File: config.mk
export PLATFORM = sky130hd
export DESIGN_NAME = prog_clk_div_flat
export DESIGN_NICKNAME = d
export VERILOG_FILES = /design/src/rtl/prog_clk_div_if.sv /design/src/rtl/prog_clk_div.sv /design/src/flat_wrapper.sv
export SDC_FILE = /design/constraint.sdc
export NUM_CORES = 1
export LEC_CHECK = 0
export BUFFER_PORTS_ARGS = -buffer_cell sky130_fd_sc_hd__buf_4
export CORE_MARGIN = 5
export CORE_UTILIZATION = 55
export CTS_CLUSTER_SIZE = 28
export DETAILED_ROUTE_END_ITERATION = 8
export PLACE_DENSITY_LB_ADDON = 0.3
export SLEW_MARGIN = 20
export SYNTH_ARGS = -nofsm -noshare
export SYNTH_HDL_FRONTEND = slang
export SYNTH_SLANG_ARGS = --single-unit
File: constraint.sdc
create_clock -name i_ref_clk -period 5.2 [get_ports i_ref_clk]
set_input_delay 0.78 -clock i_ref_clk [delete_from_list [all_inputs] [get_ports i_ref_clk]]
set_output_delay 0.78 -clock i_ref_clk [all_outputs]
set_load 0.02 [all_outputs]
File: src/rtl/prog_clk_div_if.sv
// Control/status bundle for prog_clk_div: enable, ratio and duty select in; divided clock, tick and active ratio out.
// Latency: none, this is wiring only.
// Backpressure: none. The divider is free-running and every signal is level-based.
// Ports: i_clk_en, i_div_ratio, i_odd_50 (driver -> divider); o_div_clk, o_div_tick, o_ratio_act (divider -> consumer).
interface prog_clk_div_if #(
  parameter int WIDTH = 8
);
  logic             i_clk_en;
  logic [WIDTH-1:0] i_div_ratio;
  logic             i_odd_50;
  logic             o_div_clk;
  logic             o_div_tick;
  logic [WIDTH-1:0] o_ratio_act;

  // master drives the controls and observes the divider
  modport master (
    output i_clk_en, i_div_ratio, i_odd_50,
    input  o_div_clk, o_div_tick, o_ratio_act
  );

  // slave is the divider itself
  modport slave (
    input  i_clk_en, i_div_ratio, i_odd_50,
    output o_div_clk, o_div_tick, o_ratio_act
  );
endinterface

File: src/rtl/prog_clk_div.sv
// Programmable integer clock divider: divides i_ref_clk by N (2..2^WIDTH-1), with optional exact 50% duty for odd N.
// Latency: a divided period starts on the posedge after the ratio is sampled; ratio changes apply at the next period boundary.
// Backpressure: none. Bypass (en=0 or ratio<2) passes i_ref_clk straight through.
// Ports: i_ref_clk, i_rst_n (async, active-low); bus (slave modport) carries the enable, ratio, odd-50 select,
//        the divided clock, the period tick and the active ratio.
module prog_clk_div #(
  parameter int WIDTH = 8
) (
  input  logic         i_ref_clk,
  input  logic         i_rst_n,
  prog_clk_div_if.slave bus
);

  localparam logic [WIDTH-1:0] ONE     = WIDTH'(1);
  localparam logic [WIDTH-1:0] TWO     = WIDTH'(2);
  localparam logic [WIDTH:0]   EXT_ONE = (WIDTH + 1)'(1);

  typedef enum logic {
    ST_BYPASS = 1'b0,
    ST_DIVIDE = 1'b1
  } state_t;

  state_t           state_q, state_d;
  logic [WIDTH-1:0] cnt_q, cnt_d;
  logic [WIDTH-1:0] r_ratio, ratio_d;
  logic             r_odd50, odd_d;
  logic             pos_clk, pos_d;
  logic             neg_clk;
  logic             tick_q, tick_d;
  logic             upd;
  logic             period_end;
  logic [WIDTH:0]   ratio_ext;
  logic [WIDTH:0]   high_cnt;
  logic             bypass_now;
  logic             use_neg;

  // only meaningful in ST_DIVIDE, where r_ratio >= 2
  assign period_end = (cnt_q == (r_ratio - ONE));

  // Next-state logic. The ratio and duty select are re-sampled on every edge
  // while bypassed, and only at the last cycle of a period while dividing, so
  // a ratio write mid-period never truncates the running period.
  always_comb begin
    state_d   = state_q;
    cnt_d     = '0;
    ratio_d   = r_ratio;
    odd_d     = r_odd50;
    upd       = 1'b0;
    ratio_ext = '0;
    high_cnt  = '0;
    pos_d     = 1'b0;
    tick_d    = 1'b0;

    case (state_q)
      ST_BYPASS: upd = 1'b1;
      ST_DIVIDE: upd = !bus.i_clk_en || period_end;
      default:   upd = 1'b1;
    endcase

    if (upd) begin
      ratio_d = bus.i_div_ratio;
      odd_d   = bus.i_odd_50;
    end

    if (bus.i_clk_en && (ratio_d >= TWO)) begin
      state_d = ST_DIVIDE;
      // a fresh period (entry or boundary) restarts at 0
      cnt_d   = upd ? '0 : (cnt_q + ONE);
    end else begin
      state_d = ST_BYPASS;
      cnt_d   = '0;
    end

    // High count in ref cycles, computed one bit wider so N = 2^WIDTH-1
    // cannot overflow on (N+1)/2. Odd N with odd-50 keeps (N-1)/2 on the
    // posedge flop; the negedge flop supplies the extra half cycle.
    ratio_ext = {1'b0, ratio_d};
    if (ratio_d[0] && odd_d) begin
      high_cnt = ratio_ext >> 1;
    end else begin
      high_cnt = (ratio_ext + EXT_ONE) >> 1;
    end

    if (state_d == ST_DIVIDE) begin
      pos_d  = ({1'b0, cnt_d} < high_cnt);
      tick_d = (cnt_d == '0);
    end
  end

  always_ff @(posedge i_ref_clk or negedge i_rst_n) begin
    if (!i_rst_n) begin
      state_q <= ST_BYPASS;
      cnt_q   <= '0;
      r_ratio <= '0;
      r_odd50 <= 1'b0;
      pos_clk <= 1'b0;
      tick_q  <= 1'b0;
    end else begin
      state_q <= state_d;
      cnt_q   <= cnt_d;
      r_ratio <= ratio_d;
      r_odd50 <= odd_d;
      pos_clk <= pos_d;
      tick_q  <= tick_d;
    end
  end

  // Half-cycle delayed copy of pos_clk; OR-ing it in stretches the high
  // phase by half a ref period for odd ratios.
  always_ff @(negedge i_ref_clk or negedge i_rst_n) begin
    if (!i_rst_n) begin
      neg_clk <= 1'b0;
    end else begin
      neg_clk <= pos_clk;
    end
  end

  // Dropping the enable bypasses immediately, without waiting for an edge.
  assign bypass_now = !bus.i_clk_en || (state_q == ST_BYPASS);
  assign use_neg    = r_ratio[0] && r_odd50;

  assign bus.o_div_clk   = bypass_now ? i_ref_clk
                         : (use_neg ? (pos_clk | neg_clk) : pos_clk);
  assign bus.o_div_tick  = tick_q && !bypass_now;
  assign bus.o_ratio_act = r_ratio;

endmodule
File: src/flat_wrapper.sv
// flat-port wrapper written by rule: the top's interface ports become plain ports
module prog_clk_div_flat 
#(
  parameter int WIDTH = 8
)
  (i_ref_clk, i_rst_n, bus_i_clk_en, bus_i_div_ratio, bus_i_odd_50, bus_o_div_clk, bus_o_div_tick, bus_o_ratio_act);
  prog_clk_div_if #(.WIDTH(WIDTH)) bus_i ();
  input  logic i_ref_clk;
  input  logic i_rst_n;
  input wire logic [$bits(bus_i.i_clk_en)-1:0] bus_i_clk_en;
  input wire logic [$bits(bus_i.i_div_ratio)-1:0] bus_i_div_ratio;
  input wire logic [$bits(bus_i.i_odd_50)-1:0] bus_i_odd_50;
  output wire logic [$bits(bus_i.o_div_clk)-1:0] bus_o_div_clk;
  output wire logic [$bits(bus_i.o_div_tick)-1:0] bus_o_div_tick;
  output wire logic [$bits(bus_i.o_ratio_act)-1:0] bus_o_ratio_act;
  assign bus_i.i_clk_en = bus_i_clk_en;
  assign bus_i.i_div_ratio = bus_i_div_ratio;
  assign bus_i.i_odd_50 = bus_i_odd_50;
  assign bus_o_div_clk = bus_i.o_div_clk;
  assign bus_o_div_tick = bus_i.o_div_tick;
  assign bus_o_ratio_act = bus_i.o_ratio_act;
  prog_clk_div #(.WIDTH(WIDTH)) u_core (.i_ref_clk(i_ref_clk), .i_rst_n(i_rst_n), .bus(bus_i));
endmodule
# Word level (Yosys, flattened, before mapping)
# Index checks and enable logic that the tools add are counted.
totals:
  in_bits: 12
  wordCells: 35
  output_inout_bits: 10
  ff_bits: 21
op_classes:
  n_mux: 11
  n_bitwise: 2
  n_reduce_logical: 9
  n_eq_ne: 1
  n_lt_le_gt_ge: 2
  addsub: 3
ops:
  columns: ["operator", "n"]
  rows:
  - ["two-way mux 8 bit", 4]
  - ["adder 8 x 1 -> 9 bit (second input constant)", 1]
  - ["adder 8 x 1 -> 8 bit (second input constant)", 1]
  - ["== test 8 bit", 1]
  - [">= comparator 8 x 2 -> 1 bit (second input constant)", 1]
  - ["logical NOT 8 bit", 1]
  - ["less-than comparator 8 bit", 1]
  - ["subtractor 8 x 1 -> 8 bit (second input constant)", 1]
  - ["two-way mux 1 bit", 6]
  - ["logical AND 1 bit", 4]
  - ["logical NOT 1 bit", 2]
  - ["logical OR 1 bit", 2]
  - ["case mux 1 bit (2 select lines)", 1]
  - ["inverter 1 bit", 1]
  - ["OR 1 bit", 1]

# Logic depth before layout (Yosys ltp)
# Gate-level depths: netlist (run 1).
depth:
  word_depth: 10
  ltp_mapped: 22
  depth_no_buf: 21

==> impl_metrics.ini, run 1 <==
[run_status]
status = finished clean

[global_route]
total_track_usage_pct = 25.0
initial_antenna_violation_count = 0
grt_pass1_wl_um = 8050
grt_overflow_total = 0
grt_start_max_net_pins = 22
via_count_of_the_first_global_routing_pass = 1631

[power_and_ir_drop]
power_frac_seq_pct = 43.0
power.share.switching_pct = 36.2
irDropWorstVdd_uv = 155
power_frac_clock_pct = 32.8
power.combinational.fraction_pct = 24.2
netSwitchingPower_mw = 0.158
intPower_mw = 0.278
p_leak_nw = 0.830
power_per_cell_area_mw_per_mm2 = 223

[cells_and_area]
drive_gt1_share_pct = 19.5
area_of_all_placed_cells_without_fillers_sq_mm = 0.00196
layout.cells.most_common_list = 21 x sky130_fd_sc_hd__buf_4, 20 x sky130_fd_sc_hd__dfrtp_1, 19 x sky130_fd_sc_hd__nor2_1, 19 x sky130_fd_sc_hd__nand2_1, 17 x sky130_fd_sc_hd__nand3_1
layout.cells.most_common = sky130_fd_sc_hd__buf_4
syn_to_final_growth_pct = 13.8
layout.nets = 239
antennaDiodeCount = 0
final_cells = 259
fillerInstances = 267

[worst_setup_path]
r2r_cells = 21
rr_endpoint = u_core.pos_clk$_DFF_PN0_
worst_path_max_delay_cell = sky130_fd_sc_hd__dfrtn_1
timing.critical_path.required_ns = 4.42
crit_path_cell_trace = a31oi_1 > o21ai_0 > buf_4
crit_path_max_fanout = 1
startpoint_of_the_worst_setup_timing_path = u_core.neg_clk$_DFF_NN0_
cp_slowest_stage_delay_ns = 0.40
cp-end-kind = output port
regToRegSetupSlack_ns = 0.58
critPathLaunchType = register
worst_r2r_startpoint = u_core.bus.o_ratio_act[0]$_DFF_PN0_
cp.arrival_ns = 3.86
timing.critical_path.to = bus_o_div_clk
setup.worst_path.class = reg -> out

[sta]
setup-violations-final = 0
worst_slew_pin_slew_ns = 0.422
max_freq_mhz = 216
worst_hold_slack_ns = 0.197
worst_clock_skew_ns = 0.00634
timing_max_transition_violations_final = 0
timing.final.crit_share_pct = 89.2
timing.max_slew.rel_slack_pct = 71.6
fin_crit_ns = 4.64
finalHoldViolations = 0
grt_setup_unrepaired = false
setup_total_negative_slack_ns = 0
postLayoutSetupSlackWorst_ns = 0.560

[routing]
firstDrtPassIters = 5
wire_per_inst_um = 18.3
antenna_violating_nets_post_route = 0
via_count = 1615
postRouteWirelength_um = 4750
drt_drc_violations_left = 0
vias_per_cell = 6.24
drt-initial-drc-count = 178

[die]
dieArea_sq_mm = 0.00435
fp.dieW_um = 65.9
dieHeight_um = 65.9
io_pins = 22
total_core_area_sq_mm = 0.00303
std_cell_rows = 20
start_util_pct = 56.8

[yosys]
synth_enable_flop_cells = 0
yosysWarnings = 0
syn_nets = 217
syn-instance-count = 194
synth_sequential_area_ratio_pct = 30.5
syn-cell-area_sq_mm = 0.00172
syn-mean-instance-area_sq_um = 8.87
postSynth.topFlopCell = sky130_fd_sc_hd__dfrtp_1
synth_seq_cells = 21
asyncSetResetFlopFracSynth_pct = 100
yosysUniqueCellTypes = 47

[clock_tree]
clk-insertion-delay-late_ns = 0.44
holdBufCountCts = 0
cts_setup_buffers = 0
post_cts_resize_count = 0
tritoncts = done
clkTransAtPathRegs_ns = 0.13

[placement]
place_inst = 252
numPortBuffers = 21
gp_routability_congestion = 0.970
place_ws_ns = 0.734
placedInstanceArea_sq_mm = 0.00191
dp_hpwl_um = 3610

[flow_run]
maxCapViolCount = 0

[worst_hold_path]
min_path_type = in -> async
## routing by layer
layer / vias to the layer above / part of all wire [%] / wire, um / track usage, %
met5: - / 0 / 0 / 0
met4: 0 / 3.4 / 163 / 12.9
met3: 19 / 8.4 / 401 / 5.10
met2: 93 / 46 / 2170 / 38.3
met1: 758 / 42 / 2010 / 33.1
li1: 745 / - / - / -
## worst min-delay path by stage
stage,from,endpoint,slack [ns],cells after the start
detailed placement,u_core.r_odd50$_DFF_PN0_,u_core.r_odd50$_DFF_PN0_,0.59,1
global placement,u_core.r_odd50$_DFF_PN0_,u_core.r_odd50$_DFF_PN0_,0.60,1
global route,i_rst_n,u_core.cnt_q[1]$_DFF_PN0_,0.19,1
finish,i_rst_n,u_core.cnt_q[4]$_DFF_PN0_,0.20,1
CTS,i_rst_n,u_core.cnt_q[4]$_DFF_PN0_,0.20,1
floorplan,i_rst_n,u_core.bus.o_ratio_act[0]$_DFF_PN0_,0.48,0
## critical path: cells and delay by family (launching register included)
kind | cells | cell delay [ns]
compound gates | 2 | 0.25
flops | 1 | 0.40
buf+inv | 1 | 0.17
## power groups by stage
stage / clock, mW / sequential [mW] / combinational (mW)
after global routing: 0.161 / 0.189 / 0.115
after floorplan: 0.0119 / 0.193 / 0.0610
after global placement: 0.0200 / 0.190 / 0.101
after detailed placement: 0.0200 / 0.191 / 0.103
after CTS: 0.148 / 0.187 / 0.104
final: 0.143 / 0.188 / 0.105
## synth_stat cells, drive strengths merged, types with 3 or more instances
| master | instances | area (sq um) |
|---|---|---|
| dfrtp | 20 | 500 |
| nand2 | 20 | 77.6 |
| nor2 | 19 | 71.3 |
| nand3 | 17 | 85.1 |
| xnor2 | 14 | 123 |
| o21ai | 13 | 65.1 |
| ha | 11 | 138 |
| inv | 9 | 33.8 |
| xor2 | 9 | 78.8 |
| a21oi | 5 | 25.0 |
| clkbuf | 5 | 18.8 |
| and3 | 4 | 25.0 |
| mux2 | 4 | 45.0 |
| o31ai | 4 | 43.8 |
| or3 | 4 | 30.0 |
| a211oi | 3 | 27.5 |
| nor4 | 3 | 33.8 |
## cells by family (layout without fill, tap and decap cells)
family | Yosys count | count (layout) | share of synthesized area [%]
xor gates and xnor gates | 23 | 23 | 11.7
DFF | 21 | 21 | 30.5
and+or+nand+nor | 75 | 75 | 22.1
AOI/OAI and AO/OA | 42 | 42 | 20.3
buffers and inverters | 16 | 37 | 3.56
muxes | 6 | 6 | 3.78
adders and majority gates | 11 | 11 | 8.00
## sequential cells by signal, summed over array words and instances, names as in the netlist
name                    flops
u_core.cnt_q                8
u_core.bus.o_ratio_act      8
u_core.state_q              1
u_core.pos_clk              1
u_core.r_odd50              1
u_core.tick_q               1
u_core.neg_clk              1
## through the flow
step	utilization (%)	total power, mW
finish	64.7	0.436
global route	64.7	0.465
CTS	64.7	0.439
detailed placement	62.9	0.314
global placement	62.9	0.311
floorplan	-	0.266
## layout make-up
| type | count | area (sq um) | share of cell area [%] |
|---|---|---|---|
| Sequential cell | 21 | 526 | 26.8 |
| Timing Repair Buffer | 20 | 150 | 7.67 |
| Clock buffer | 7 | 52.6 | 2.68 |
| Multi-Input combinational cell | 157 | 1130 | 57.9 |
| Tap cell | 44 | 55.1 | 2.81 |
| Inverter | 9 | 33.8 | 1.73 |
| Clock inverter | 1 | 7.51 | 0.383 |
Note: power is estimated with default switching activity, not from simulation.
==> inputs of run 2 (changes only) <==
--- a/config.mk
+++ b/config.mk
@@ -5,6 +5,7 @@
 export SDC_FILE = /design/constraint.sdc
 export NUM_CORES = 1
 export LEC_CHECK = 0
+export ABC_AREA = 1
 export BUFFER_PORTS_ARGS = -buffer_cell sky130_fd_sc_hd__buf_4
 export CORE_MARGIN = 5
 export CORE_UTILIZATION = 55
==> impl_metrics.ini, run 2 <==
[routing]
via_count = 1471
drt-initial-drc-count = 68
postRouteWirelength_um = 3470
drt_drc_violations_left = 0
firstDrtPassIters = 4
vias_per_cell = 5.09
antenna_violating_nets_post_route = 0
wire_per_inst_um = 12.0

[worst_setup_path]
cp_slowest_stage_delay_ns = 0.40
critPathTopFamily = flip-flops
crit_path_cell_trace = a31oi_1 > o21ai_0 > buf_4
timing.critical_path.required_ns = 4.42
worst_path_max_delay_cell = sky130_fd_sc_hd__dfrtn_1
crit_path_max_fanout = 1
critPathLaunchType = register
setup.worst_path.class = reg -> out
cp-end-kind = output port
cp_num_buf_inv = 1
startpoint_of_the_worst_setup_timing_path = u_core.neg_clk$_DFF_NN0_
worst_r2r_startpoint = u_core.bus.o_ratio_act[0]$_DFF_PN0_
cp.arrival_ns = 3.81

[global_route]
grt_pass1_wl_um = 6040
via_count_of_the_first_global_routing_pass = 1436
total_track_usage_pct = 18.8
grt_overflow_total = 0
grt_start_max_net_pins = 22
initial_antenna_violation_count = 0

[yosys]
syn_nets = 252
synth_sequential_area_ratio_pct = 31.1
yosysMostFrequentCell = sky130_fd_sc_hd__nand2_1
synth_adder_area_share_pct = 8.15
list_of_most_frequent_post_synthesis_cells = 50 x sky130_fd_sc_hd__nand2_1, 38 x sky130_fd_sc_hd__inv_1, 26 x sky130_fd_sc_hd__nor2_1, 20 x sky130_fd_sc_hd__dfrtp_1, 18 x sky130_fd_sc_hd__nand3_1
yosysWarnings = 0
syn-instance-count = 229
asyncSetResetFlopFracSynth_pct = 100
synth_enable_flop_cells = 0
synth-simple-area-share_pct = 36.8
syn-cell-area_sq_mm = 0.00169
synth_compound_area_share_pct = 5.41
largest_family_of_logic_cells_by_synthesized_area = simple AND/OR/NAND/NOR gates
synth.area.mux_share_pct = 0
syn-mean-instance-area_sq_um = 7.37
synthXorXnorAreaFrac_pct = 7.78
postSynth.topFlopCell = sky130_fd_sc_hd__dfrtp_1
yosysUniqueCellTypes = 29
synth.top_cells.by_area = sky130_fd_sc_hd__dfrtp_1 30%, sky130_fd_sc_hd__nand2_1 11%, sky130_fd_sc_hd__inv_1 8.5%
synthDominantAreaCellType = sky130_fd_sc_hd__dfrtp_1
synth_largest_type_area_fraction_pct = 29.7
synth_seq_cells = 21

[sta]
setup-violations-final = 0
grt_setup_unrepaired = false
setup_total_negative_slack_ns = 0
finalHoldViolations = 0
worst_clock_skew_ns = 0.0111
timing_max_transition_violations_final = 0
timing.max_slew.rel_slack_pct = 70.6
worst_hold_slack_ns = 0.223
worst_slew_pin_slew_ns = 0.437
postLayoutSetupSlackWorst_ns = 0.609

[run_status]
status = finished clean

[power_and_ir_drop]
power.combinational.fraction_pct = 25.5
total_power_mw = 0.424
power_frac_clock_pct = 31.9
netSwitchingPower_mw = 0.148
power.share.switching_pct = 34.9
p_leak_nw = 1.01
irDropWorstVdd_uv = 112
power_frac_seq_pct = 42.6
intPower_mw = 0.276
power_per_cell_area_mw_per_mm2 = 221

[die]
start_util_pct = 56.2
total_core_area_sq_mm = 0.00300
dieArea_sq_mm = 0.00428
io_pins = 22
dieHeight_um = 65.4
std_cell_rows = 20
fp.dieW_um = 65.4

[placement]
gp_routability_congestion = 0.845
place_inst = 282
numPortBuffers = 21
place_ws_ns = 1.07
dp_hpwl_um = 2840

[clock_tree]
post_cts_resize_count = 0
cts_setup_buffers = 0
tritoncts = done
clk-insertion-delay-late_ns = 0.41
clkTransAtPathRegs_ns = 0.13
holdBufCountCts = 0

[worst_hold_path]
min_path_type = in -> async

[flow_run]
maxCapViolCount = 0

[cells_and_area]
syn_to_final_growth_pct = 13.6
layout.cells.most_common = sky130_fd_sc_hd__nand2_1
layout.nets = 280
layout.cells.most_common_list = 50 x sky130_fd_sc_hd__nand2_1, 38 x sky130_fd_sc_hd__inv_1, 26 x sky130_fd_sc_hd__nor2_1, 21 x sky130_fd_sc_hd__buf_4, 20 x sky130_fd_sc_hd__dfrtp_1
antennaDiodeCount = 0
final_cells = 289
drive_gt1_share_pct = 23.4
## run 2: changes by cell type after synthesis, moves of 3 or more
cell	before	now
sky130_fd_sc_hd__inv_1	9	38
sky130_fd_sc_hd__and3_1	4	0
sky130_fd_sc_hd__clkbuf_1	5	0
sky130_fd_sc_hd__xnor2_1	14	5
sky130_fd_sc_hd__nand2_4	0	3
sky130_fd_sc_hd__o21ai_0	11	1
sky130_fd_sc_hd__or3_1	3	0
sky130_fd_sc_hd__nor2_1	19	26
sky130_fd_sc_hd__nor2_2	0	7
sky130_fd_sc_hd__nand4_1	0	4
sky130_fd_sc_hd__inv_2	0	5
sky130_fd_sc_hd__o31ai_1	3	0
sky130_fd_sc_hd__nand2_2	1	9
sky130_fd_sc_hd__nand2_1	19	50
## run 2: path summary, 6_finish.rpt
| kind | to | slack [ns] | cells after the start |
|---|---|---|---|
| max in group asynchronous | u_core.neg_clk$_DFF_NN0_ | 2.25 | 1 |
| min in group i_ref_clk | u_core.r_odd50$_DFF_PN0_ | 0.59 | 2 |
| min | u_core.pos_clk$_DFF_PN0_ | 0.22 | 1 |
| max | bus_o_div_clk | 0.61 | 3 |
| min reg2reg | u_core.r_odd50$_DFF_PN0_ | 0.59 | 2 |
| max reg2reg | u_core.pos_clk$_DFF_PN0_ | 1.52 | 26 |
## run 2: kinds of logic (layout without fill, tap and decap cells)
kind of cell	Yosys count	count (layout)
simple gates	125	125
xor+xnor	15	15
buf+inv	44	71
fa+ha+maj	11	11
compound gates	13	13
flops	21	21
## run 2: power by group through the flow
stage          logic [mW]  registers, mW  clock network, mW
6_report            0.108          0.181              0.135
5_1_grt             0.123          0.182              0.150
4_1_cts             0.110          0.181              0.141
3_5_place_dp        0.109          0.184             0.0202
3_3_place_gp        0.108          0.183             0.0202
2_1_floorplan      0.0716          0.189             0.0121
## run 2: cell type report
type / instances / area, sq um
clock inverter: 1 / 5.00
multi-input combinational: 164 / 981
inverter: 43 / 161
sequential: 21 / 526
tap: 33 / 41.3
clock buffer: 7 / 52.6
fill: 275 / 1090
timing repair buffer: 20 / 150
## run 2: per-layer routing
layer	wire length [um]	track usage [%]	up-vias
met5	0	0	-
met4	64	11.1	0
met3	135	2.91	7
met2	1710	30.3	26
met1	1560	23.5	667
li1	-	-	771
## run 2: per-stage QoR
stage               area (sq um)  utilization (%)
floorplan                   1690                -
finish                      1920             63.8
global placement            1870             62.2
global route                1920             63.8
CTS                         1920             63.8
detailed placement          1870             62.2
==> inputs of run 3 (changes only) <==
--- a/config.mk
+++ b/config.mk
@@ -11,7 +11,7 @@
 export CORE_UTILIZATION = 55
 export CTS_CLUSTER_SIZE = 28
 export DETAILED_ROUTE_END_ITERATION = 8
-export PLACE_DENSITY_LB_ADDON = 0.3
+export PLACE_DENSITY_LB_ADDON = 0.2
 export SLEW_MARGIN = 20
 export SYNTH_ARGS = -nofsm -noshare
 export SYNTH_HDL_FRONTEND = slang
==> impl_metrics.ini, run 3 (same netlist as run 2, synthesis figures left out) <==
[worst_setup_path]
crit_path_cell_trace = a31oi_1 > o21ai_0 > buf_4
startpoint_of_the_worst_setup_timing_path = u_core.neg_clk$_DFF_NN0_
cp-end-kind = output port
cp.arrival_ns = 3.88
critPathTopFamily = flip-flops
r2r_cells = 26
worst_path_max_delay_cell = sky130_fd_sc_hd__dfrtn_1
rr_endpoint = u_core.pos_clk$_DFF_PN0_
crit_path_max_fanout = 1
critPathLaunchType = register
regToRegSetupSlack_ns = 1.50
cp_num_buf_inv = 1
timing.critical_path.required_ns = 4.42
worst_r2r_startpoint = u_core.bus.o_ratio_act[0]$_DFF_PN0_
cp_slowest_stage_delay_ns = 0.40
setup.worst_path.class = reg -> out

[routing]
drt_drc_violations_left = 0
drt-initial-drc-count = 73
firstDrtPassIters = 4
antenna_violating_nets_post_route = 0
postRouteWirelength_um = 3590
via_count = 1448
vias_per_cell = 5.01
wire_per_inst_um = 12.4

[cells_and_area]
layout.nets = 280
layout.cells.most_common_list = 50 x sky130_fd_sc_hd__nand2_1, 38 x sky130_fd_sc_hd__inv_1, 26 x sky130_fd_sc_hd__nor2_1, 21 x sky130_fd_sc_hd__buf_4, 20 x sky130_fd_sc_hd__dfrtp_1
postLayoutCoreUtil_pct = 63.8
drive_gt1_share_pct = 23.0
final_cells = 289
fillerInstances = 278
syn_to_final_growth_pct = 13.5
antennaDiodeCount = 0
area_of_all_placed_cells_without_fillers_sq_mm = 0.00192
layout.cells.most_common = sky130_fd_sc_hd__nand2_1

[run_status]
status = finished clean

[global_route]
total_track_usage_pct = 19.3
grt_start_max_net_pins = 22
grt_pass1_wl_um = 6270
via_count_of_the_first_global_routing_pass = 1439
grt_overflow_total = 0
initial_antenna_violation_count = 0

[flow_run]
maxCapViolCount = 0

[sta]
timing_max_transition_violations_final = 0
grt_setup_unrepaired = false
setup_total_negative_slack_ns = 0
setup-violations-final = 0
worst_clock_skew_ns = 0.00677
postLayoutSetupSlackWorst_ns = 0.540
finalHoldViolations = 0
worst_slew_pin_slew_ns = 0.443
timing.max_slew.rel_slack_pct = 70.2

[power_and_ir_drop]
p_leak_nw = 1.01
irDropWorstVdd_uv = 176
power_per_cell_area_mw_per_mm2 = 220

[die]
start_util_pct = 56.2
fp.dieW_um = 65.4
total_core_area_sq_mm = 0.00300
dieHeight_um = 65.4
io_pins = 22
std_cell_rows = 20
dieArea_sq_mm = 0.00428

[placement]
place_inst = 282
gp_routability_congestion = 0.827
dp_hpwl_um = 2890
placedInstanceArea_sq_mm = 0.00187
place_ws_ns = 1.07
numPortBuffers = 21

[clock_tree]
tritoncts = done
holdBufCountCts = 0
clk-insertion-delay-late_ns = 0.41
clkTransAtPathRegs_ns = 0.11
cts_setup_buffers = 0
post_cts_resize_count = 0

[worst_hold_path]
min_path_type = in -> async
-- run 3: changes by cell type in the layout (fill, tap and decap cells not counted), sizes merged --
cell / before / now
clkbuf: 6 / 7
clkinv: 1 / 0
-- run 3: worst max-delay path by stage --
| stage | endpoint | slack, ns | depth (start not counted) |
|---|---|---|---|
| 2_1_floorplan | bus_o_div_clk | 0.89 | 2 |
| 3_3_place_gp | bus_o_div_clk | 1.09 | 3 |
| 3_5_place_dp | bus_o_div_clk | 1.07 | 3 |
| 4_1_cts | bus_o_div_clk | 0.49 | 3 |
| 5_1_grt | bus_o_div_clk | 0.41 | 3 |
| 6_report | bus_o_div_clk | 0.54 | 3 |
-- run 3: layer usage --
layer  up-vias  wire, um  track usage [%]  share of wire, %
li1        767         -                -                 -
met1       641      1680             25.9                47
met2        35      1750             31.2                49
met3         5       121             2.74               3.4
met4         0        28             7.51              0.78
met5         -         0                0                 0
-- run 3: power by group --
part	leakage (nW)	internal [mW]	switching, mW
combinational	0.712	0.0413	0.0678
clock	0.0381	0.0643	0.0680
sequential	0.261	0.171	0.00915
total	1.01	0.277	0.145
-- run 3: final cells by class --
class	instances	area (sq um)	share of cell area, %
Multi-Input combinational cell	164	981	51.2
Sequential cell	21	526	27.4
Inverter	43	161	8.43
Timing Repair Buffer	20	150	7.84
Clock buffer	8	56.3	2.94
Tap cell	33	41.3	2.16
-- run 3: per-stage QoR --
| step | hold slack, ns | total power, mW |
|---|---|---|
| final | 0.232 | 0.422 |
| after CTS | 0.225 | 0.426 |
| after floorplan | 0.484 | 0.272 |
| after detailed placement | 0.567 | 0.313 |
| after global placement | 0.568 | 0.312 |
| after global routing | 0.230 | 0.452 |
